`src/rtl/sna_flit_injector_if.sv`:
```
// Packet, flit and credit signals exchanged between the SNA flit builder,
// the flit injector and the NoC link.
interface sna_flit_injector_if #(
  parameter int FLIT_W = 37,
  parameter int NUM_VC = 8,
  parameter int VC_W   = 3
);
  logic              pkt_valid;
  logic              pkt_ready;
  logic [FLIT_W-1:0] header_in;
  logic [FLIT_W-1:0] tail_in;
  logic [FLIT_W-1:0] flit_out;
  logic              flit_valid;
  logic [VC_W-1:0]   flit_vc;
  logic [NUM_VC-1:0] credit_in;
  logic [NUM_VC-1:0] is_allocatable;
  logic              credit_err;

  // master: builder plus link environment; slave: the injector
  modport master (
    output pkt_valid, header_in, tail_in, credit_in,
    input  pkt_ready, flit_out, flit_valid, flit_vc, is_allocatable, credit_err
  );

  modport slave (
    input  pkt_valid, header_in, tail_in, credit_in,
    output pkt_ready, flit_out, flit_valid, flit_vc, is_allocatable, credit_err
  );
endinterface

```
`src/rtl/sna_flit_injector.sv`:
```
// Two-flit packet injector: round-robin VC allocation under credit flow
// control, then header and tail serialised onto the NoC link.
//
// state | meaning
// IDLE  | ready for a packet from the flit builder
// ALLOC | packet latched, searching for a VC holding >= 2 credits
// HEAD  | header flit on the link
// TAIL  | tail flit on the link
module sna_flit_injector #(
  parameter int FLIT_W         = 37,
  parameter int NUM_VC         = 8,
  parameter int VC_W           = 3,
  parameter int CREDITS_PER_VC = 4,
  parameter int CNT_W          = 3
) (
  input  logic                clk,
  input  logic                rst_n,
  sna_flit_injector_if.slave  bus
);

  typedef enum logic [1:0] {IDLE, ALLOC, HEAD, TAIL} state_t;

  localparam logic [CNT_W-1:0] CREDIT_MAX = CNT_W'(CREDITS_PER_VC);
  localparam logic [CNT_W-1:0] PKT_COST   = CNT_W'(2);

  state_t            state;
  logic [FLIT_W-1:0] hdr_q;
  logic [FLIT_W-1:0] tail_q;
  logic [FLIT_W-1:0] flit_q;
  logic [VC_W-1:0]   vc_q;
  logic [VC_W-1:0]   rr_ptr;
  logic              pkt_ready_q;
  logic              flit_valid_q;
  logic              credit_err_q;

  logic [CNT_W-1:0]  credit     [NUM_VC];
  logic [CNT_W-1:0]  credit_nxt [NUM_VC];
  logic [NUM_VC-1:0] eligible;
  logic [NUM_VC-1:0] dec_vec;
  logic              overflow;
  logic              grant_ok;
  logic [VC_W-1:0]   grant_vc;
  logic              fire;

  function automatic logic [VC_W-1:0] wrap_add(input logic [VC_W-1:0] base,
                                               input int off);
    int s;
    s = int'(base) + off;
    if (s >= NUM_VC) s = s - NUM_VC;
    return VC_W'(s);
  endfunction

  always_comb begin
    eligible = '0;
    for (int i = 0; i < NUM_VC; i++) begin
      eligible[i] = (credit[i] >= PKT_COST);
    end
  end

  // First eligible VC at or after rr_ptr, wrapping around.
  always_comb begin
    grant_ok = 1'b0;
    grant_vc = '0;
    for (int k = 0; k < NUM_VC; k++) begin
      if (!grant_ok && eligible[wrap_add(rr_ptr, k)]) begin
        grant_ok = 1'b1;
        grant_vc = wrap_add(rr_ptr, k);
      end
    end
  end

  assign fire    = (state == ALLOC) && grant_ok;
  assign dec_vec = fire ? (NUM_VC'(1) << grant_vc) : '0;

  // Grant reserves both flits up front; a return on a full counter is an error.
  always_comb begin
    overflow = 1'b0;
    for (int i = 0; i < NUM_VC; i++) begin
      credit_nxt[i] = credit[i];
      if (dec_vec[i]) begin
        credit_nxt[i] = credit[i] - PKT_COST + CNT_W'(bus.credit_in[i]);
      end else if (bus.credit_in[i]) begin
        if (credit[i] == CREDIT_MAX) begin
          overflow = 1'b1;
        end else begin
          credit_nxt[i] = credit[i] + CNT_W'(1);
        end
      end
    end
  end

  always_ff @(posedge clk) begin
    if (!rst_n) begin
      for (int i = 0; i < NUM_VC; i++) begin
        credit[i] <= CREDIT_MAX;
      end
      credit_err_q <= 1'b0;
    end else begin
      for (int i = 0; i < NUM_VC; i++) begin
        credit[i] <= credit_nxt[i];
      end
      if (overflow) credit_err_q <= 1'b1;
    end
  end

  always_ff @(posedge clk) begin
    if (!rst_n) begin
      state        <= IDLE;
      hdr_q        <= '0;
      tail_q       <= '0;
      flit_q       <= '0;
      vc_q         <= '0;
      rr_ptr       <= '0;
      pkt_ready_q  <= 1'b1;
      flit_valid_q <= 1'b0;
    end else begin
      case (state)
        IDLE: begin
          if (bus.pkt_valid) begin
            hdr_q       <= bus.header_in;
            tail_q      <= bus.tail_in;
            pkt_ready_q <= 1'b0;
            state       <= ALLOC;
          end
        end
        ALLOC: begin
          if (grant_ok) begin
            vc_q         <= grant_vc;
            rr_ptr       <= wrap_add(grant_vc, 1);
            flit_q       <= hdr_q;
            flit_valid_q <= 1'b1;
            state        <= HEAD;
          end
        end
        HEAD: begin
          flit_q <= tail_q;
          state  <= TAIL;
        end
        TAIL: begin
          flit_valid_q <= 1'b0;
          pkt_ready_q  <= 1'b1;
          state        <= IDLE;
        end
        default: state <= IDLE;
      endcase
    end
  end

  assign bus.pkt_ready      = pkt_ready_q;
  assign bus.flit_out       = flit_q;
  assign bus.flit_valid     = flit_valid_q;
  assign bus.flit_vc        = vc_q;
  assign bus.is_allocatable = eligible;
  assign bus.credit_err     = credit_err_q;

endmodule

```
`src/flat_wrapper.sv`:
```
// flat-port wrapper written by rule: the top's interface ports become plain ports
module sna_flit_injector_flat 
#(
  parameter int FLIT_W         = 37,
  parameter int NUM_VC         = 8,
  parameter int VC_W           = 3,
  parameter int CREDITS_PER_VC = 4,
  parameter int CNT_W          = 3
)
  (clk, rst_n, bus_pkt_valid, bus_header_in, bus_tail_in, bus_credit_in, bus_pkt_ready, bus_flit_out, bus_flit_valid, bus_flit_vc, bus_is_allocatable, bus_credit_err);
  sna_flit_injector_if #(.FLIT_W(FLIT_W), .NUM_VC(NUM_VC), .VC_W(VC_W)) bus_i ();
  input  logic clk;
  input  logic rst_n;
  input wire logic [$bits(bus_i.pkt_valid)-1:0] bus_pkt_valid;
  input wire logic [$bits(bus_i.header_in)-1:0] bus_header_in;
  input wire logic [$bits(bus_i.tail_in)-1:0] bus_tail_in;
  input wire logic [$bits(bus_i.credit_in)-1:0] bus_credit_in;
  output wire logic [$bits(bus_i.pkt_ready)-1:0] bus_pkt_ready;
  output wire logic [$bits(bus_i.flit_out)-1:0] bus_flit_out;
  output wire logic [$bits(bus_i.flit_valid)-1:0] bus_flit_valid;
  output wire logic [$bits(bus_i.flit_vc)-1:0] bus_flit_vc;
  output wire logic [$bits(bus_i.is_allocatable)-1:0] bus_is_allocatable;
  output wire logic [$bits(bus_i.credit_err)-1:0] bus_credit_err;
  assign bus_i.pkt_valid = bus_pkt_valid;
  assign bus_i.header_in = bus_header_in;
  assign bus_i.tail_in = bus_tail_in;
  assign bus_i.credit_in = bus_credit_in;
  assign bus_pkt_ready = bus_i.pkt_ready;
  assign bus_flit_out = bus_i.flit_out;
  assign bus_flit_valid = bus_i.flit_valid;
  assign bus_flit_vc = bus_i.flit_vc;
  assign bus_is_allocatable = bus_i.is_allocatable;
  assign bus_credit_err = bus_i.credit_err;
  sna_flit_injector #(.FLIT_W(FLIT_W), .NUM_VC(NUM_VC), .VC_W(VC_W), .CREDITS_PER_VC(CREDITS_PER_VC), .CNT_W(CNT_W)) u_core (.clk(clk), .rst_n(rst_n), .bus(bus_i));
endmodule
```
`config.mk`:
```
export PLATFORM = sky130hd
export DESIGN_NAME = sna_flit_injector_flat
export DESIGN_NICKNAME = d
export VERILOG_FILES = /design/src/rtl/sna_flit_injector_if.sv /design/src/rtl/sna_flit_injector.sv /design/src/flat_wrapper.sv
export SDC_FILE = /design/constraint.sdc
export NUM_CORES = 1
export LEC_CHECK = 0
export ABC_AREA = 1
export ABC_CLOCK_PERIOD_IN_PS = 4950
export CAP_MARGIN = 0
export CORE_ASPECT_RATIO = 1.75
export CORE_MARGIN = 2
export CORE_UTILIZATION = 25
export DETAILED_ROUTE_END_ITERATION = 10
export HOLD_SLACK_MARGIN = 0.05
export PLACE_DENSITY = 0.44
export SYNTH_ARGS = -nofsm -noshare
export SYNTH_HDL_FRONTEND = slang
export SYNTH_SLANG_ARGS = --single-unit
```
`constraint.sdc`:
```
create_clock -name clk -period 4.95 [get_ports clk]
set_clock_uncertainty 0.1 [all_clocks]
set_input_delay 0.7425 -clock clk [delete_from_list [all_inputs] [get_ports clk]]
set_output_delay 0.7425 -clock clk [all_outputs]
set_load 0.005 [all_outputs]
```
* Yosys cells after proc, flatten, opt, wreduce, memory -nomap -nowiden
Memory sizes are Yosys's and may differ from the RTL's.
Index checks and enable logic that the tools add are counted.
** Storage, ports and cells
- Register bits after elaboration :: 122
- RAM bits :: 24
- Input port bits :: 85
- Output and inout port bits :: 51
- Word-level logic and storage cells :: 232
- Memories kept :: 1
** Memory list
- u_core.credit :: words 8, width 3, rd ports 8, clocked after memory_dff 0, write ports 8, RTL line sna_flit_injector.sv:36 : logic [CNT_W-1:0] credit [NUM_VC];
** Operators by class
- Add/subtract/negate cells :: 41
- Order comparisons :: 25
- Equal/unequal tests :: 13
- Shift operators :: 1
- Mux-type cells :: 109
- Bitwise gates (word level) :: 8
- Reductions and logical operators :: 25
** Operators with widths (number)
- 2-to-1 mux 3 bit :: 49
- case mux 37 bit (2 select lines) :: 1
- 2-to-1 mux 1 bit :: 44
- 2-to-1 mux 37 bit :: 1
- greater-or-equal comparator 4 bit, second input constant :: 8
- less-than comparator 3 x 4 -> 1 bit, second input constant :: 8
- subtractor 3 x 1 -> 3 bit, second input constant :: 9
- adder 3 x 1 -> 3 bit :: 8
- adder 3 x 1 -> 3 bit, second input constant :: 8
- binary-select mux 1 bit (select 3 bit) :: 8
- equality test 3 bit, second input constant :: 8
- greater-or-equal comparator 3 x 2 -> 1 bit, second input constant :: 8
- subtractor 3 x 2 -> 3 bit, second input constant :: 8
- adder 3 x 3 -> 4 bit, second input constant :: 4
- AND reduction 2 bit :: 6
- adder 3 x 1 -> 4 bit, second input constant :: 2
- adder 3 x 2 -> 4 bit, second input constant :: 2
- logical AND 1 bit :: 8
- 2-to-1 mux 8 bit :: 1
- OR 1 bit :: 8
- case mux 2 bit (4 select lines) :: 1
- left shift 1 x 3 -> 8 bit, first input constant :: 1
- zero test 1 bit :: 7
- nonzero test 2 bit :: 3
- 8 further kinds :: 11

* Logic depth before layout (Yosys ltp)
Gate-level depths: netlist of the first run.
- Depth after elaboration :: 50
- Mapped depth :: 25
- Depth with buffers taken out :: 23

* Worst setup path after synthesis of the first run
OpenSTA, ideal clock, no wires.
- Path kind :: register to register
- Start :: reg u_core.rr_ptr[0]
- End :: mem u_core.credit[7][2], in the netlist u_core.credit[0][23]
- Setup time :: 0.058 ns
- Arrival :: 3.270 ns
- Required time :: 4.792 ns
- Path slack :: 1.522 ns
- Cell stages (with the launch flop) :: 22
- Path buffers :: 2
- Period minus slack after synthesis :: 3.428 ns
- Path through :: dfxtp_1 -> buf_6 -> inv_6 -> buf_8 -> ha_1 -> inv_1 -> nand3_1 -> nand3_1 -> nand2_2 -> nand4_2 -> nor2_4 -> nand2_2 -> nor2_4 -> nand2_1 -> o21ai_0 -> ha_1 -> ha_1 -> nand3_1 -> o21ai_0 -> o211ai_1 -> or2_2 -> nand2_1
** RTL lines
- start, declared :: RTL line sna_flit_injector.sv:31 : logic [VC_W-1:0] rr_ptr;
- start signal, assigned :: RTL line sna_flit_injector.sv:129 : rr_ptr <= wrap_add(grant_vc, 1);
- end, declared :: RTL line sna_flit_injector.sv:36

==> impl_metrics.json, run 1 <==
{
  "via_count": 6907,
  "vdd_ir_drop_max_mv": 0.539,
  "setup_total_negative_slack_ps": 0,
  "share_clk_of_total_power_pct": 22.2,
  "drt_pre_antenna_iters": 4,
  "synth_top_flop_cell": "dfxtp_1",
  "remaining_drc_errors": 0,
  "track_usage_pct": 14.7,
  "critPathSlowestCell": "dfxtp_1",
  "yosysWarningCount": 0,
  "drv_slew": 0,
  "row_count": 83,
  "critical_path.n_buffers_inverters": 2,
  "netlist_top_cells_area": "dfxtp_1 39%, nand2_1 9.6%, o21ai_0 9.6%, nor2_1 9.1%, ha_1 8.6%",
  "cp_top_family": "simple AND/OR/NAND/NOR gates",
  "crit_path_end": "u_core.credit[0][11]",
  "clock_tree.buffer_depth": 2,
  "critical_path_cell_count": 19,
  "tritoncts": "done",
  "first_global_vias": 6770,
  "dp_hpwl_um": 15800,
  "pin_count_of_the_biggest_net_entering_global_routing": 112,
  "synth_top_cell_area_share_pct": 39.5,
  "clkSlewWorstSetupHoldPaths_ps": 70,
  "mappedNetlistNets": 1166,
  "power_density_nw_per_um2": 605,
  "timing_worst_setup_path_type": "reg -> reg",
  "post_route_cell_area_um2": 9620,
  "r2r_path_end": "u_core.credit[0][11]",
  "synth.distinct_cells": 40,
  "globalplace.congestion": 0.849,
  "netSwitchingFraction_pct": 44.5,
  "postCtsResizedCells": 0,
  "met1Wirelength_um": 8660,
  "slew-limit-headroom_pct": 50.4,
  "yosysMostFrequentCell": "nand2_1",
  "reg2reg_depth": 19,
  "pre_cts_ws_ps": 946,
  "synth_seq_cells": 146,
  "met3_wirelength_um": 1220,
  "route.antenna.remaining_nets": 0,
  "setup.worst_path.end_class": "flip-flop",
  "max_slew.worst_pin.slew_ps": 744,
  "yosysSeqAreaShare_pct": 39.5,
  "synthToLayoutAreaGrowth_pct": 30.0,
  "outcome": "complete, no violations",
  "antenna_found_initial": 1,
  "routedWlPerCell_um": 14.8,
  "syn-cell-area_um2": 7400,
  "cts_hold_buffers": 0,
  "timing.critical_path.arrival_ps": 4370,
  "numPlacedInstances": 1501,
  "syn_inst": 1030,
  "combinationalPowerShare_pct": 47.2,
  "post_layout_nonfiller_instances": 1533,
  "die-area_um2": 31000,
  "clkLatencyLatePin_ps": 440,
  "drt-initial-drc-count": 346,
  "clock_sink_total": 146,
  "critPathMaxStageDelay_ps": 470,
  "io_buffer_count": 135,
  "power_report.internal_total_mw": 3.23,
  "syn-mean-instance-area_um2": 7.18,
  "grt_overflow_total": 0,
  "netlist.top_cell.by_area": "dfxtp_1",
  "post_cts_setup_buffer_count": 0,
  "postRouteWirelength_um": 22600,
  "max_freq_mhz": 244,
  "post-route-min-period_ps": 4100,
  "crit_path_cell_trace": "inv_2 > ha_1 > inv_1 > nand3_1 > nand3_1 > nand2_2 > nand4_2 > nor2_4 > nand2_2 > nor2_4 > nand2_1 > o21ai_0 > ha_1 > ha_1 > nand3_1 > o21ai_0 > o211ai_1 > or2_2 > nand2_1",
  "design.portCount": 136,
  "die_h_um": 232,
  "die-width_um": 134,
  "htree_num_levels": 4,
  "layout-drive-gt1-share_pct": 6.34,
  "synthArstFlopShare_pct": 0,
  "kind_of_path_behind_the_tightest_hold_check": "reg -> reg",
  "whs_ps": 367,
  "worst_ep_required_time_ps": 5230,
  "synth_enable_flop_cells": 0,
  "timing_hold_violations_final": 0,
  "synth_common_cells": "190 x nand2_1, 180 x nor2_1, 146 x dfxtp_1, 142 x o21ai_0, 83 x inv_1",
  "worstSetupStartpoint": "u_core.rr_ptr[1]",
  "dr.max_layer_used": "met5",
  "worst-r2r-setup-slack_ps": 850,
  "share_seq_of_total_power_pct": 30.6,
  "regToRegStartpoint": "u_core.rr_ptr[1]",
  "path_max_fanout": 10,
  "netSwitchingPower_mw": 2.59,
  "cts_root_buffer": "clkbuf_16",
  "dr_wl_met2_um": 12000,
  "max_cap_viol_count": 0,
  "final_setup_margin_ps": 853,
  "final_core_util_pct": 32.8,
  "numCtsBuffers": 17,
  "p_leak_nw": 3.95,
  "antenna_cells_inserted": 0,
  "placeableCoreArea_um2": 29300,
  "wire_length_of_the_first_global_routing_pass_um": 35400,
  "layout_worst_path_cycle_share_pct": 82.8,
  "avgViaCountPerCell": 4.51,
  "timing.critical_path.from_type": "flip-flop",
  "rsz0062_at_grt": "false",
  "setup_viol": 0,
  "post_dp_cell_area_um2": 9050,
  "total_power_mw": 5.82,
  "start_util_pct": 25.3,
  "final_nets": 1274
}
## cell usage in the layout (no fill, tap or decap), types with 3 or more instances in the layout
master and n:
a211oi_1 4, xor2_1 7, ha_1 51, clkdlybuf4s50_1 134
clkbuf_16 17, inv_1 82, o211ai_1 4, clkinv_2 4
or2_2 4, nand2_2 8, o21ai_0 142, inv_6 7
nand3_2 6, dfxtp_1 146, nand3_1 59, nand3b_1 5
nor2_1 180, a21oi_1 25, buf_4 7, or2_1 3
nand2_1 189, nor2_4 5, a31oi_1 37
## worst register-to-register path: cells and delay by family (launching register included)
| kind | cells | cell delay (ps) |
|---|---|---|
| simple gates | 11 | 1460 |
| buf+inv | 2 | 330 |
| compound gates | 3 | 840 |
| flops | 1 | 470 |
| fa+ha+maj | 3 | 840 |
## layout make-up
cell class | count | area [um^2]
Inverter | 86 | 330
Multi-Input combinational cell | 745 | 3910
Tap cell | 382 | 478
Clock inverter | 15 | 143
Fill cell | 3235 | 19700
Clock buffer | 17 | 425
Sequential cell | 146 | 2920
Timing Repair Buffer | 142 | 1410
## sequential cells by signal (all words and copies together), names as in the netlist, 2 cells and up
name                 cells
u_core.state             2
u_core.hdr_q            37
u_core.bus.flit_out     37
u_core.credit           24
u_core.rr_ptr            3
u_core.tail_q           37
u_core.bus.flit_vc       3
## cells by family (layout without fill, tap and decap cells)
group | after synthesis | after routing | share of synthesized area (%)
fa+ha+maj | 51 | 51 | 8.62
compound gates | 217 | 217 | 15.7
simple gates | 468 | 468 | 27.2
buf+inv | 139 | 260 | 7.85
xor+xnor | 9 | 9 | 1.07
flops | 146 | 146 | 39.5
## worst min-delay path by stage
stage | cells after the start | start | end | slack, ps
2_1_floorplan | 2 | u_core.tail_q[21] | u_core.bus.flit_out[21] | 350
3_3_place_gp | 2 | u_core.bus.flit_vc[0] | u_core.bus.flit_vc[0] | 360
3_5_place_dp | 2 | u_core.bus.flit_vc[0] | u_core.bus.flit_vc[0] | 360
4_1_cts | 2 | u_core.tail_q[31] | u_core.bus.flit_out[31] | 370
5_1_grt | 2 | u_core.bus.flit_vc[0] | u_core.bus.flit_vc[0] | 380
6_report | 2 | u_core.tail_q[31] | u_core.bus.flit_out[31] | 370
## layer usage
layer,up-vias,GRT usage [%]
met4,2,6.94
met5,-,0
met2,142,27.7
met1,3148,14.7
li1,3579,-
met3,36,4.29
## power by group through the flow
stage	clock network, mW	logic [mW]	registers [mW]
detailed placement	0	2.78	1.81
CTS	1.35	2.79	1.78
global placement	0	2.77	1.81
finish	1.29	2.75	1.78
floorplan	0	1.95	1.74
global route	1.38	3.14	1.83
No activity file was read; power rests on OpenSTA's default activity.
==> run 2, diff against run 1 <==
ABC_CLOCK_PERIOD_IN_PS = 3850   (was 4950)
clock period = 3.85 ns   (was 4.95 ns; I/O delays follow)
==> impl_metrics.json, run 2 (synthesis results as in run 1) <==
{
  "rsz0062_at_grt": "false",
  "post-route-min-period_ps": 3460,
  "postCtsResizedCells": 0,
  "dp_hpwl_um": 15800,
  "io_buffer_count": 135,
  "antenna_found_initial": 1,
  "p_leak_nw": 3.98,
  "drv_slew": 0,
  "htree_num_levels": 4,
  "slew-limit-headroom_pct": 51.6,
  "clkSlewWorstSetupHoldPaths_ps": 60,
  "clock_tree.buffer_depth": 2,
  "routedWlPerCell_um": 14.4,
  "start_util_pct": 25.3,
  "post_route_cell_area_um2": 9720,
  "design.portCount": 136,
  "cts_root_buffer": "clkbuf_16",
  "setup.worst_path.end_class": "flip-flop",
  "track_usage_pct": 14.8,
  "drt_pre_antenna_iters": 4,
  "global_route.usage.met1_pct": 15.1,
  "remaining_drc_errors": 0,
  "final_common_cell": "nand2_1",
  "max_slew.worst_pin.slew_ps": 726,
  "numCtsBuffers": 17,
  "final_core_util_pct": 33.2,
  "layout.cells.most_common_list": "189 x nand2_1, 179 x nor2_1, 144 x dfxtp_1, 140 x o21ai_0, 134 x clkdlybuf4s50_1",
  "placeableCoreArea_um2": 29300,
  "avgViaCountPerCell": 4.49,
  "clkLatencyLatePin_ps": 430,
  "vdd_ir_drop_max_mv": 0.423,
  "drt-initial-drc-count": 211,
  "clock_sink_total": 146,
  "postRouteWirelength_um": 22200,
  "timing_hold_violations_final": 0,
  "pin_count_of_the_biggest_net_entering_global_routing": 76,
  "setup_viol": 0,
  "die_h_um": 232,
  "kind_of_path_behind_the_tightest_hold_check": "reg -> reg",
  "gr-usage-met2_pct": 26.7,
  "grt_overflow_total": 0,
  "post_cts_setup_buffer_count": 0,
  "antenna_cells_inserted": 0,
  "route.antenna.remaining_nets": 0,
  "timing.critical_path.from_type": "flip-flop",
  "die-width_um": 134,
  "cts_hold_buffers": 0,
  "timing_worst_setup_path_type": "reg -> reg",
  "max_cap_viol_count": 0,
  "post_dp_cell_area_um2": 9150,
  "power_density_nw_per_um2": 778,
  "via_count": 6931,
  "gr-max-usage-layer": "met2",
  "row_count": 83,
  "final_nets": 1285,
  "worst_ep_required_time_ps": 4120,
  "fillerInstances": 3216,
  "layout_worst_path_cycle_share_pct": 89.9,
  "use_met3_pct": 5.12,
  "tritoncts": "done",
  "max_freq_mhz": 289,
  "first_global_vias": 6923,
  "die-area_um2": 31000,
  "setup_total_negative_slack_ps": 0,
  "globalplace.congestion": 0.849,
  "wire_length_of_the_first_global_routing_pass_um": 35800,
  "synthToLayoutAreaGrowth_pct": 31.3,
  "outcome": "complete, no violations",
  "timing.critical_path.arrival_ps": 3730,
  "path_max_fanout": 6,
  "layout-drive-gt1-share_pct": 7.50
}
## run 2: area by class of cell
class	instances	area [um^2]	area share, %
Sequential cell	146	2930	30.1
Timing Repair Buffer	153	1510	15.5
Clock inverter	13	133	1.36
Inverter	86	330	3.40
Tap cell	382	478	4.92
Multi-Input combinational cell	745	3920	40.3
Clock buffer	17	425	4.38
## run 2: routing by layer
metal,routed length [um],share of wire (%),up-vias
met2,11500,52,132
met1,8720,39,3164
met3,1260,5.7,30
met4,722,3.3,2
met5,12,0.054,-
li1,-,-,3603
## run 2: power by group
group | internal, mW | leakage [nW] | switching, mW | total [mW]
registers | 1.99 | 1.20 | 0.310 | 2.30
logic | 1.37 | 2.51 | 2.28 | 3.65
clock network | 0.896 | 0.259 | 0.717 | 1.61
total | 4.25 | 3.98 | 3.31 | 7.56
## run 2: per-stage QoR
stage / total power, mW / setup WS (ps) / hold WS [ps] / instances
after CTS: 7.69 / 144 / 366 / 1542
final: 7.56 / 388 / 364 / 1542
after detailed placement: 6.02 / 160 / 356 / 1512
after global routing: 8.27 / 5.68 / 375 / 1542
after floorplan: 4.75 / 422 / 351 / 1030
after global placement: 6.01 / 185 / 355 / 1512
## run 2: path summary, 6_finish.rpt
path | start | to | slack (ps) | cells past startpoint
setup / recovery | u_core.credit[0][21] | u_core.credit[0][23] | 390 | 19
hold reg to reg | u_core.bus.flit_vc[2] | u_core.bus.flit_vc[2] | 360 | 2
setup reg to reg | u_core.credit[0][21] | u_core.credit[0][23] | 390 | 19
hold / removal | u_core.bus.flit_vc[2] | u_core.bus.flit_vc[2] | 360 | 2
## run 2: worst max-delay path, stage by stage, from the launching register on
cell	delay, ps
dfxtp_1	370
inv_1	90
ha_1	200
inv_1	100
nand3_1	190
nand3_1	150
nand2_1	90
nand2_1	60
inv_1	90
a21oi_1	370
inv_1	110
nand3_1	110
nand3_1	140
ha_1	260
ha_1	200
nand3_1	200
or2_2	150
o211ai_1	80
or2_2	280
nand2_1	60
